===== src/rtl/player_input_if.sv =====
// Key/enable inputs and press-pulse outputs of the two-player input block.
interface player_input_if;
  logic KeyL;
  logic KeyR;
  logic Enable;
  logic L;
  logic R;

  modport master (
    output KeyL,
    output KeyR,
    output Enable,
    input  L,
    input  R
  );

  modport slave (
    input  KeyL,
    input  KeyR,
    input  Enable,
    output L,
    output R
  );
endinterface


===== src/rtl/player_input.sv =====
// Two-player key front end: synchronize, debounce, and emit one
// registered pulse per accepted press on each of L and R.
module player_input #(
  parameter int DEBOUNCE_CYCLES = 4
) (
  input logic     Clock,
  input logic     Reset,
  player_input_if.slave io
);

  localparam int CW =
    (DEBOUNCE_CYCLES > 1) ? $clog2(DEBOUNCE_CYCLES) : 1;
  localparam logic [CW-1:0] LAST = CW'(DEBOUNCE_CYCLES - 1);

  typedef enum logic {
    RELEASED = 1'b0,
    PRESSED  = 1'b1
  } state_t;

  for (genvar i = 0; i < 2; i++) begin : g_ch
    logic          key;
    logic          sync1;
    logic          sync2;
    logic          lvl;
    logic          pulse_d;
    logic          pulse_q;
    state_t        st_q;
    state_t        st_d;
    logic [CW-1:0] cnt_q;
    logic [CW-1:0] cnt_d;

    assign key = (i == 0) ? io.KeyL : io.KeyR;
    assign lvl = (st_q == PRESSED);

    always_ff @(posedge Clock or posedge Reset) begin
      if (Reset) begin
        sync1   <= 1'b0;
        sync2   <= 1'b0;
        st_q    <= RELEASED;
        cnt_q   <= '0;
        pulse_q <= 1'b0;
      end else begin
        sync1   <= key;
        sync2   <= sync1;
        st_q    <= st_d;
        cnt_q   <= cnt_d;
        pulse_q <= pulse_d;
      end
    end

    // Any agreeing cycle clears the count; only a full run toggles.
    always_comb begin
      st_d    = st_q;
      cnt_d   = '0;
      pulse_d = 1'b0;
      if (sync2 != lvl) begin
        if (cnt_q == LAST) begin
          unique case (st_q)
            RELEASED: begin
              st_d    = PRESSED;
              pulse_d = io.Enable;
            end
            PRESSED: st_d = RELEASED;
            default: st_d = RELEASED;
          endcase
        end else begin
          cnt_d = cnt_q + 1'b1;
        end
      end
    end
  end

  assign io.L = g_ch[0].pulse_q;
  assign io.R = g_ch[1].pulse_q;

endmodule

===== src/flat_wrapper.sv =====
// flat-port wrapper written by rule: the top's interface ports become plain ports
module player_input_flat 
#(
  parameter int DEBOUNCE_CYCLES = 4
)
  (Clock, Reset, io_KeyL, io_KeyR, io_Enable, io_L, io_R);
  player_input_if io_i ();
  input logic Clock;
  input logic Reset;
  input wire logic [$bits(io_i.KeyL)-1:0] io_KeyL;
  input wire logic [$bits(io_i.KeyR)-1:0] io_KeyR;
  input wire logic [$bits(io_i.Enable)-1:0] io_Enable;
  output wire logic [$bits(io_i.L)-1:0] io_L;
  output wire logic [$bits(io_i.R)-1:0] io_R;
  assign io_i.KeyL = io_KeyL;
  assign io_i.KeyR = io_KeyR;
  assign io_i.Enable = io_Enable;
  assign io_L = io_i.L;
  assign io_R = io_i.R;
  player_input #(.DEBOUNCE_CYCLES(DEBOUNCE_CYCLES)) u_core (.Clock(Clock), .Reset(Reset), .io(io_i));
endmodule

===== config.mk =====
export PLATFORM = sky130hd
export DESIGN_NAME = player_input_flat
export DESIGN_NICKNAME = d
export VERILOG_FILES = /design/src/rtl/player_input_if.sv /design/src/rtl/player_input.sv /design/src/flat_wrapper.sv
export SDC_FILE = /design/constraint.sdc
export NUM_CORES = 1
export LEC_CHECK = 0
export CORE_AREA = 2 2 39 41
export CTS_CLUSTER_DIAMETER = 40
export DETAILED_ROUTE_END_ITERATION = 10
export DIE_AREA = 0 0 41 43
export SYNTH_ARGS = -nofsm -noshare
export SYNTH_HDL_FRONTEND = slang
export SYNTH_SLANG_ARGS = --single-unit

===== constraint.sdc =====
create_clock -name Clock -period 1.39 [get_ports Clock]
set_input_delay 0.139 -clock Clock [delete_from_list [all_inputs] [get_ports Clock]]
set_output_delay 0.139 -clock Clock [all_outputs]
set_load 0.01 [all_outputs]

==> results of run 1 <==
routing by layer:
layer  vias to the layer above  part of all wire [%]  track usage (%)
met2                         6                    56             14.1
met4                         0                     0             8.00
met3                         0                   5.0             3.14
met5                         -                     0                0
li1                        105                     -                -
met1                       110                    39             12.3
state kept, by name (all words and copies together) (netlist names):
| signal | cells |
|---|---|
| u_core.g_ch.cnt_q | 4 |
| u_core.g_ch.lvl | 2 |
| u_core.g_ch.sync1 | 2 |
| u_core.g_ch.sync2 | 2 |
| u_core.io.L | 1 |
| u_core.io.R | 1 |
placed cells by master, fill, tap and decap left out:
cell type,Yosys,final
clkdlybuf4s50_1,0,6
dfrtp_1,12,12
and4b_2,2,2
ha_1,2,2
clkbuf_4,0,3
mux2_1,2,2
nor2b_1,2,2
inv_1,1,1
clkbuf_8,0,1
xnor2_1,2,2
nor3_2,2,2
area by class of cell:
cell class	count	area [um^2]
fillers	131	843
flip-flops and latches	12	300
multi-input cells	12	120
repair buffers	6	60.1
clock buffers	4	36.3
well taps	16	20.0
inverters	1	3.75
power breakdown:
group / switching [uW] / internal [uW] / total [uW]
registers: 56.2 / 434 / 490
logic: 75.3 / 111 / 186
clock network: 108 / 159 / 267
synth_stat cells:
library cell	instances	share of area, %
and4b_2	2	5.3
dfrtp_1	12	71
ha_1	2	5.9
inv_1	1	0.88
mux2_1	2	5.3
nor2b_1	2	2.9
nor3_2	2	4.7
xnor2_1	2	4.1
per-stage QoR:
step | std cells | hold WS, ns | setup slack (ns)
floorplan | 25 | 0.00370 | 0.367
global placement | 47 | 0.333 | 0.350
detailed placement | 47 | 0.340 | 0.314
CTS | 51 | 0.176 | 0.119
global route | 51 | 0.220 | 0.0646
finish | 51 | 0.165 | 0.139
worst max-delay path by stage:
| stage | startpoint | to | depth (start not counted) |
|---|---|---|---|
| floorplan | u_core.g_ch[0].cnt_q[0] | u_core.g_ch[0].lvl | 2 |
| global placement | u_core.g_ch[0].cnt_q[0] | u_core.g_ch[0].lvl | 2 |
| detailed placement | u_core.g_ch[0].cnt_q[0] | u_core.g_ch[0].lvl | 2 |
| CTS | u_core.io.R | io_R | 1 |
| global route | u_core.io.R | io_R | 1 |
| finish | u_core.io.R | io_R | 1 |
kinds of logic (layout without fill, tap and decap cells):
| logic type | after synthesis | count (layout) | synth area share (%) |
|---|---|---|---|
| xor+xnor | 2 | 2 | 4.13 |
| fa+ha+maj | 2 | 2 | 5.90 |
| buf+inv | 1 | 11 | 0.884 |
| flops | 12 | 12 | 70.8 |
| mux | 2 | 2 | 5.31 |
| simple gates | 6 | 6 | 13.0 |
==> run metrics, run 1 <==
outcome=finished clean; Unique masters post-synth=8; Die Area=1760 um^2; FF-to-FF Start=u_core.g_ch[0].cnt_q[0]; Final Setup Violations=0; Die X=41 um; Area Growth Syn to Fin=27.4%; final WL=539 um; fin crit period=approximately 1.3 ns; hold_buf cts=0; I/O Buffers=6; PostCTS Resize Cnt=0; Crit Path Max Fanout=1; I/O pin count=7; core area=1380 um^2; Highest Clock Rate=roughly 0.80 GHz; period utilization=90.0%; LEAKAGE=0.000252 uW; worst min-delay path category=primary input to async pin; Starting Density=30.7%; gpl congestion=0.592; Tot GR Track Use=10.1%; post-route cell area=between 500 and 600 um^2; largest net degree at the start of global routing=13; first-pass GRT wire length=1.11 mm; Yosys reg bits=12; CP cell instances=clkdlybuf4s50_1; Sink Count=12; Hold Vio Cnt, Final=0; Worst Path Required=approximately 1.3 ns; TritonRoute pass-1 iters=1; CTS Buf Count=3; kind of cell adding the most delay to the critical path=buffers and inverters; 1st-iter DRT viols=0; drt wl/cell=10.6 um; Slew Limit Fails=0; sequential element share of the synthesized area=between 70% and 80%; Cell Area, Placed=504 um^2; vias after detailed routing=221; utilization after layout=between 30% and 40%; Worst-path clk slew=0.07 ns; fraction of layout cells with a size suffix above 1=22.9%; initial antenna violation count=0; RSZ-0062 raised after global routing=no; post-route ant nets=0; post-synthesis average cell area=around 17 um^2; peak per-stage delay on the critical path=~0.52 ns; diode count=0; Critical Path Start Type=flip-flop; Worst Tran Pin Value=0.434 ns; total number of H-tree levels=1; maximum vdd drop=~0.00067 V; Buf/Inv on CP=1; Longest Clk Path Bufs=2; PwrDens=1750 nW/um^2; Pwr Total=~940 uW; Yosys Warn Count=0; Root Buffer=clkbuf_4; final net count=43; Worst path slowest cell=clkdlybuf4s50_1; post-route DRC violation count=0; worst r2r path cells=2; cells after synthesis=25; Synth Cell Area=between 400 and 500 um^2; kind of critical path=flip-flop to primary output; Clock Latency Late Sink=approximately 0.26 ns; Mapped Nets=32; routed vias/inst=about 4.3; final setup TNS=0 ns; max cap viols=0; CTS tree=done; Setup Skew=0.00284 ns; number of global-route vias before repair=262; r2r setup slk=roughly 0.30 ns; Slew HR=71.1%; CP endpoint kind=primary output; Congestion Overflow GR=0; num rows=14; setup bufs post-CTS=0; Worst R2R End=u_core.g_ch[0].lvl; Worst Path Arrival=1.11 ns; Die Height=43 um
Power figures use the tool's default switching activity.
==> inputs of run 2 (changes only) <==
- SLEW_MARGIN: not set -> 20
==> results of run 2 <==
Final layout, timing and power as in run 1 (identical DEF).
